[config.mk]
export PLATFORM = sky130hd
export DESIGN_NAME = gun_hit_detector
export DESIGN_NICKNAME = d
export VERILOG_FILES = /design/src/rtl/gun_hit_detector.sv
export SDC_FILE = /design/constraint.sdc
export NUM_CORES = 1
export LEC_CHECK = 0
export CORE_ASPECT_RATIO = 1.4
export CORE_MARGIN = 1
export CORE_UTILIZATION = 53
export CTS_CLUSTER_DIAMETER = 30
export DETAILED_ROUTE_END_ITERATION = 8
export PLACE_DENSITY = 0.79
export SETUP_SLACK_MARGIN = 0.1
export SLEW_MARGIN = 20
export SYNTH_ARGS = -nofsm -noshare
export SYNTH_HDL_FRONTEND = slang
export SYNTH_SLANG_ARGS = --single-unit
[constraint.sdc]
create_clock -name clk -period 1.65 [get_ports clk]
set_input_delay 0.33 -clock clk [delete_from_list [all_inputs] [get_ports clk]]
set_output_delay 0.33 -clock clk [all_outputs]
set_load 0.02 [all_outputs]
[src/rtl/gun_hit_detector.sv]
// Light-gun front end: synchronises and debounces the trigger, then watches the photodiode
// during the target-flash frames and reports hit or miss to the target drawer and game logic.
module gun_hit_detector #(
    parameter int DEBOUNCE_CYCLES   = 65000,
    parameter int TARGET_FRAMES     = 10,
    parameter int SENSE_START_FRAME = 2,
    parameter int LIGHT_MIN_CYCLES  = 500
) (
    input  logic clk,
    input  logic rst,
    input  logic trigger_in,
    input  logic light_in,
    input  logic gun_is_connected,
    input  logic new_frame,
    output logic shot_fired,
    output logic duck_hit,
    output logic shot_missed,
    output logic busy
);

    localparam int CW = $clog2(DEBOUNCE_CYCLES + 1);
    localparam int FW = $clog2(TARGET_FRAMES + 1);
    localparam int LW = $clog2(LIGHT_MIN_CYCLES + 1);

    localparam logic [CW-1:0] CNT_LAST    = CW'(DEBOUNCE_CYCLES - 1);
    localparam logic [FW-1:0] FIRST_SENSE = FW'(SENSE_START_FRAME);
    localparam logic [FW-1:0] LAST_FRAME  = FW'(TARGET_FRAMES - 1);
    localparam logic [FW-1:0] FRAME_ONE   = FW'(1);
    localparam logic [LW-1:0] RUN_HIT     = LW'(LIGHT_MIN_CYCLES - 1);
    localparam logic [LW-1:0] RUN_MAX     = LW'(LIGHT_MIN_CYCLES);

    typedef enum logic [1:0] {
        IDLE     = 2'd0,
        SENSE    = 2'd1,
        COOLDOWN = 2'd2
    } state_t;

    state_t state;
    state_t next_state;

    logic          trig_m;
    logic          trig_s;
    logic          light_m;
    logic          light_s;
    logic [CW-1:0] cnt;
    logic          trig_db;
    logic          trig_db_q;
    logic          trig_edge;

    logic [FW-1:0] frame_idx;
    logic [LW-1:0] light_run;

    logic start_shot;
    logic window_open;
    logic window_end;
    logic light_hit;
    logic leave_cooldown;

    // Two-flop synchronisers for the asynchronous trigger and photodiode
    always_ff @(posedge clk) begin
        if (rst) begin
            trig_m  <= 1'b0;
            trig_s  <= 1'b0;
            light_m <= 1'b0;
            light_s <= 1'b0;
        end else begin
            trig_m  <= trigger_in;
            trig_s  <= trig_m;
            light_m <= light_in;
            light_s <= light_m;
        end
    end

    // Debouncer: the level must hold for DEBOUNCE_CYCLES samples before trig_db follows it
    always_ff @(posedge clk) begin
        if (rst) begin
            cnt       <= '0;
            trig_db   <= 1'b0;
            trig_db_q <= 1'b0;
        end else begin
            trig_db_q <= trig_db;
            if (trig_s == trig_db) begin
                cnt <= '0;
            end else if (cnt == CNT_LAST) begin
                trig_db <= trig_s;
                cnt     <= '0;
            end else begin
                cnt <= cnt + 1'b1;
            end
        end
    end

    assign trig_edge = trig_db & ~trig_db_q;

    always_ff @(posedge clk) begin
        if (rst) begin
            state <= IDLE;
        end else begin
            state <= next_state;
        end
    end

    always_comb begin
        next_state = state;
        case (state)
            IDLE: begin
                if (start_shot) begin
                    next_state = SENSE;
                end
            end
            SENSE: begin
                if (!gun_is_connected) begin
                    next_state = IDLE;
                end else if (window_end) begin
                    next_state = COOLDOWN;
                end
            end
            COOLDOWN: begin
                if (!gun_is_connected || leave_cooldown) begin
                    next_state = IDLE;
                end
            end
            default: next_state = IDLE;
        endcase
    end

    // The frame boundary cycle itself is excluded so that a window end always wins over a light sample
    always_comb begin
        busy           = (state != IDLE);
        start_shot     = (state == IDLE) && trig_edge && gun_is_connected;
        window_end     = (state == SENSE) && new_frame && (frame_idx == LAST_FRAME);
        window_open    = (state == SENSE) && (frame_idx >= FIRST_SENSE) &&
                         (frame_idx <= LAST_FRAME) && !duck_hit && !new_frame;
        light_hit      = window_open && light_s && (light_run == RUN_HIT);
        leave_cooldown = (state == COOLDOWN) && !trig_db;
    end

    always_ff @(posedge clk) begin
        if (rst) begin
            shot_fired  <= 1'b0;
            shot_missed <= 1'b0;
            duck_hit    <= 1'b0;
            frame_idx   <= '0;
            light_run   <= '0;
        end else begin
            shot_fired  <= start_shot;
            shot_missed <= 1'b0;
            case (state)
                IDLE: begin
                    if (start_shot) begin
                        frame_idx <= FRAME_ONE;
                        light_run <= '0;
                    end
                end
                SENSE: begin
                    if (!gun_is_connected) begin
                        duck_hit  <= 1'b0;
                        frame_idx <= '0;
                        light_run <= '0;
                    end else if (window_end) begin
                        frame_idx   <= '0;
                        light_run   <= '0;
                        shot_missed <= !duck_hit;
                    end else begin
                        if (new_frame) begin
                            frame_idx <= frame_idx + 1'b1;
                        end
                        if (window_open && light_s) begin
                            light_run <= (light_run == RUN_MAX) ? RUN_MAX : light_run + 1'b1;
                        end else begin
                            light_run <= '0;
                        end
                        if (light_hit) begin
                            duck_hit <= 1'b1;
                        end
                    end
                end
                COOLDOWN: begin
                    if (!gun_is_connected || leave_cooldown) begin
                        duck_hit  <= 1'b0;
                        frame_idx <= '0;
                        light_run <= '0;
                    end
                end
                default: begin
                    duck_hit  <= 1'b0;
                    frame_idx <= '0;
                    light_run <= '0;
                end
            endcase
        end
    end

endmodule

==> impl_metrics.py <==
metrics = {
    "setup_path": {
        "slowest_stage": "dfxtp_4",
        "max_stage_delay_ps": 370,
        "r2r-end": "duck_hit",
        "cp_cell_sequence": "inv_6 -> ha_4 -> o21bai_4 -> a2111oi_4 -> buf_4 -> buf_6 -> a41oi_1 -> nor3_1",
        "cp-start-kind": "flop",
        "cp_max_fo": 3,
        "crit-reg2reg-launch": "frame_idx[0]",
        "worstSetupEndpointType": "flop",
        "required_ps": 1870,
        "worstSetupPathType": "reg -> reg",
        "cp.arrival_ps": 1780,
        "reg2regPathDepth": 8,
        "rrSetupSlack_ps": 90,
    },
    "sta": {
        "setup_viol": 0,
        "rsz0062_at_grt": "true",
        "tightestPinTransition_ps": 337.8,
        "fin_worst_skew_ps": 4.607,
        "timing.final.crit_period_ps": 1563,
        "max_slew_margin_pct": 77.27,
        "finalSetupTns_ps": 0,
        "hold_ws_ps": 440.9,
        "slew_viol_final": 0,
        "fmax_ghz": 0.6397,
        "hold_violations": 0,
        "fin_crit_sh_pct": 94.74,
    },
    "routing": {
        "remaining_drc_errors": 0,
        "wl_per_cell_um": 13.57,
        "num_vias": 1667,
        "postRouteAntennaNets": 0,
        "avgViaCountPerCell": 5.632,
        "drtIter0Drc": 40,
        "firstDrtPassIters": 4,
        "wl_um": 4016,
    },
    "clock_network": {
        "clkLatencyLatePin_ps": 290,
        "tritoncts": "built",
        "clock-root-buffer": "clkbuf_8",
        "clockBufferDepth": 2,
        "cts_sinks": 40,
        "cts_max_level": 2,
        "cts.clk_slew.worst_paths_ps": 80,
        "cts_buffers": 5,
    },
    "grt": {
        "grt.total_usage_pct": 22.52,
        "grt_pass1_wl_um": 6561,
        "first_global_vias": 1598,
        "globalRouteOverflowTotal": 0,
        "grt_max_degree": 13,
        "antenna_found_initial": 0,
    },
    "yosys": {
        "synth_edf_count": 0,
        "syn_nets": 226,
        "ys_ff_latch": 40,
        "synth_top_area_share_pct": 41.34,
        "synthArstFlopShare_pct": 0,
        "syn_area_um2": 1937,
        "syn_inst": 213,
        "yosys.area.top_type": "dfxtp_1",
        "synth_sequential_area_ratio_pct": 41.34,
        "yosys-top-cells-area": "dfxtp_1, ha_1, nor2_1",
        "synth-main-ff-cell": "dfxtp_1",
        "synth_cell_types": 49,
        "synth_warnings": 0,
        "avgSynthCellArea_um2": 9.093,
    },
    "worst_hold_path": {
        "hp-start": "light_m",
        "hold_class": "reg -> reg",
        "hold_depth": 1,
        "holdPathEnd": "light_s",
    },
    "flow_run": {
        "drv_cap": 0,
    },
    "pwr": {
        "peakVddDrop_mv": 0.6123,
        "leakage_nw": 0.9426,
        "powerDensity_nw_per_um2": 692.7,
        "power.total_mw": 1.733,
    },
    "place": {
        "dpl.hpwl_um": 2908,
        "port_buffers": 9,
        "gp_congestion": 0.8075,
    },
    "floorplanning": {
        "boundaryPins": 10,
        "fp.coreArea_um2": 3441,
        "die_area_um2": 3903,
        "die_x_um": 53.09,
        "start_util_pct": 56.29,
        "rows": 25,
        "die-height_um": 73.53,
    },
    "final_layout": {
        "final_core_utilization_pct": 72.73,
        "nets": 268,
        "syn_to_final_growth_pct": 29.20,
        "seqCellArea_um2": 818.3,
        "diodes": 0,
        "final_layout_size_suffix_gt1_share_pct": 27.73,
        "multi_input_area_um2": 1154,
        "num-fill-cells": 249,
    },
    "run_status": {
        "status": "finished clean",
    },
}
==> worst max-delay path: cells and delay by family, from the launching register on <==
| kind | cells | cell delay (ps) |
|---|---|---|
| compound gates | 3 | 480 |
| fa+ha+maj | 1 | 140 |
| buf+inv | 3 | 360 |
| flops | 1 | 370 |
| simple gates | 1 | 130 |
==> state kept, by name, indices dropped and copies added, names as in the netlist, 2 cells and up <==
signal and flops:
cnt 16, light_run 9, frame_idx 4, state 2
==> repair_timing <==
item | CTS | global route
resized for setup | 7 | 17
hold buffers | 0 | 0
cloned | 0 | 0
endpoints found under the setup margin | 13 | 27
buffers inserted | 3 | 3
pin swaps | 7 | 9
==> how the worst max path moves through the flow <==
stage	slack, ps	cells after the start	startpoint	to
2_1_floorplan	50	6	frame_idx[0]	light_run[3]
6_report	90	8	frame_idx[0]	duck_hit
4_1_cts	60	7	frame_idx[0]	light_run[4]
5_1_grt	20	5	light_run[0]	light_run[8]
3_3_place_gp	-320	5	gun_is_connected	frame_idx[1]
3_5_place_dp	-380	5	gun_is_connected	frame_idx[1]
==> placed cells by master, fill, tap and decap left out, types with 4 or more instances in the layout <==
master           synthesis  routed
a21oi_1                  7       7
inv_1                   12      10
nor2b_1                 10      10
nor3_1                   8       8
xnor2_1                  8       8
buf_4                    0      30
nand3_1                  9       8
xor2_1                   6       6
clkbuf_8                 0       5
nor2_1                  21      20
dfxtp_2                  0       5
clkdlybuf4s50_1          0       5
dfxtp_1                 40      32
o21ai_0                  7       6
ha_1                     7       4
nand4_1                  8       8
nand2_1                 15      15
==> cell usage after synthesis (2+ instances only) <==
library cell	number
a211oi_1	2
a21oi_1	7
a31oi_1	3
a32oi_1	2
and2_1	3
and3_1	2
and4_1	3
buf_2	2
clkbuf_1	2
dfxtp_1	40
ha_1	7
inv_1	12
nand2_1	15
nand3_1	9
nand4_1	8
nor2_1	21
nor2b_1	10
nor3_1	8
nor4_1	4
o21ai_0	7
o41ai_2	2
or3_1	2
or4_1	4
xnor2_1	8
xor2_1	6
==> cell families (layout without fill, tap and decap cells) <==
family / Yosys count / after routing / synth area share (%)
AO/OA/AOI/OAI: 35 / 35 / 14.99
XOR/XNOR: 14 / 14 / 6.331
adder cells (fa/ha/maj): 7 / 7 / 4.522
buffers and inverters: 17 / 60 / 3.424
flip-flops: 40 / 40 / 41.34
multiplexers: 1 / 1 / 0.5168
AND/OR/NAND/NOR: 99 / 99 / 28.88
==> layer usage <==
metal / track usage (%) / share of wire (%)
met5: 0 / 0
met4: 9.357 / 1.5
met3: 4.969 / 1.7
met2: 42.19 / 55
met1: 23.13 / 42
==> where the power goes <==
group,internal (mW),switching (mW)
registers,0.965,0.00199
logic,0.0254,0.0246
clock network,0.388,0.329
==> area by class of cell <==
| cell class | instances | share of cell area (%) |
|---|---|---|
| clock buffers | 7 | 3.900 |
| clock inverters | 1 | 0.2000 |
| inverters | 12 | 2.100 |
| multi-input cells | 156 | 46.10 |
| flip-flops and latches | 40 | 32.70 |
| well taps | 40 | 2.000 |
| repair buffers | 40 | 13.00 |
==> metrics by stage <==
step | worst slack (ps) | cells | area [µm²]
2_1_floorplan | 47.47 | 213 | 1997
4_1_cts | 63.12 | 293 | 2431
6_report | 86.84 | 296 | 2502
5_1_grt | 19.01 | 296 | 2502
3_3_place_gp | -321.4 | 282 | 2303
3_5_place_dp | -375.7 | 282 | 2303
Note: power is estimated with default switching activity, not from simulation.
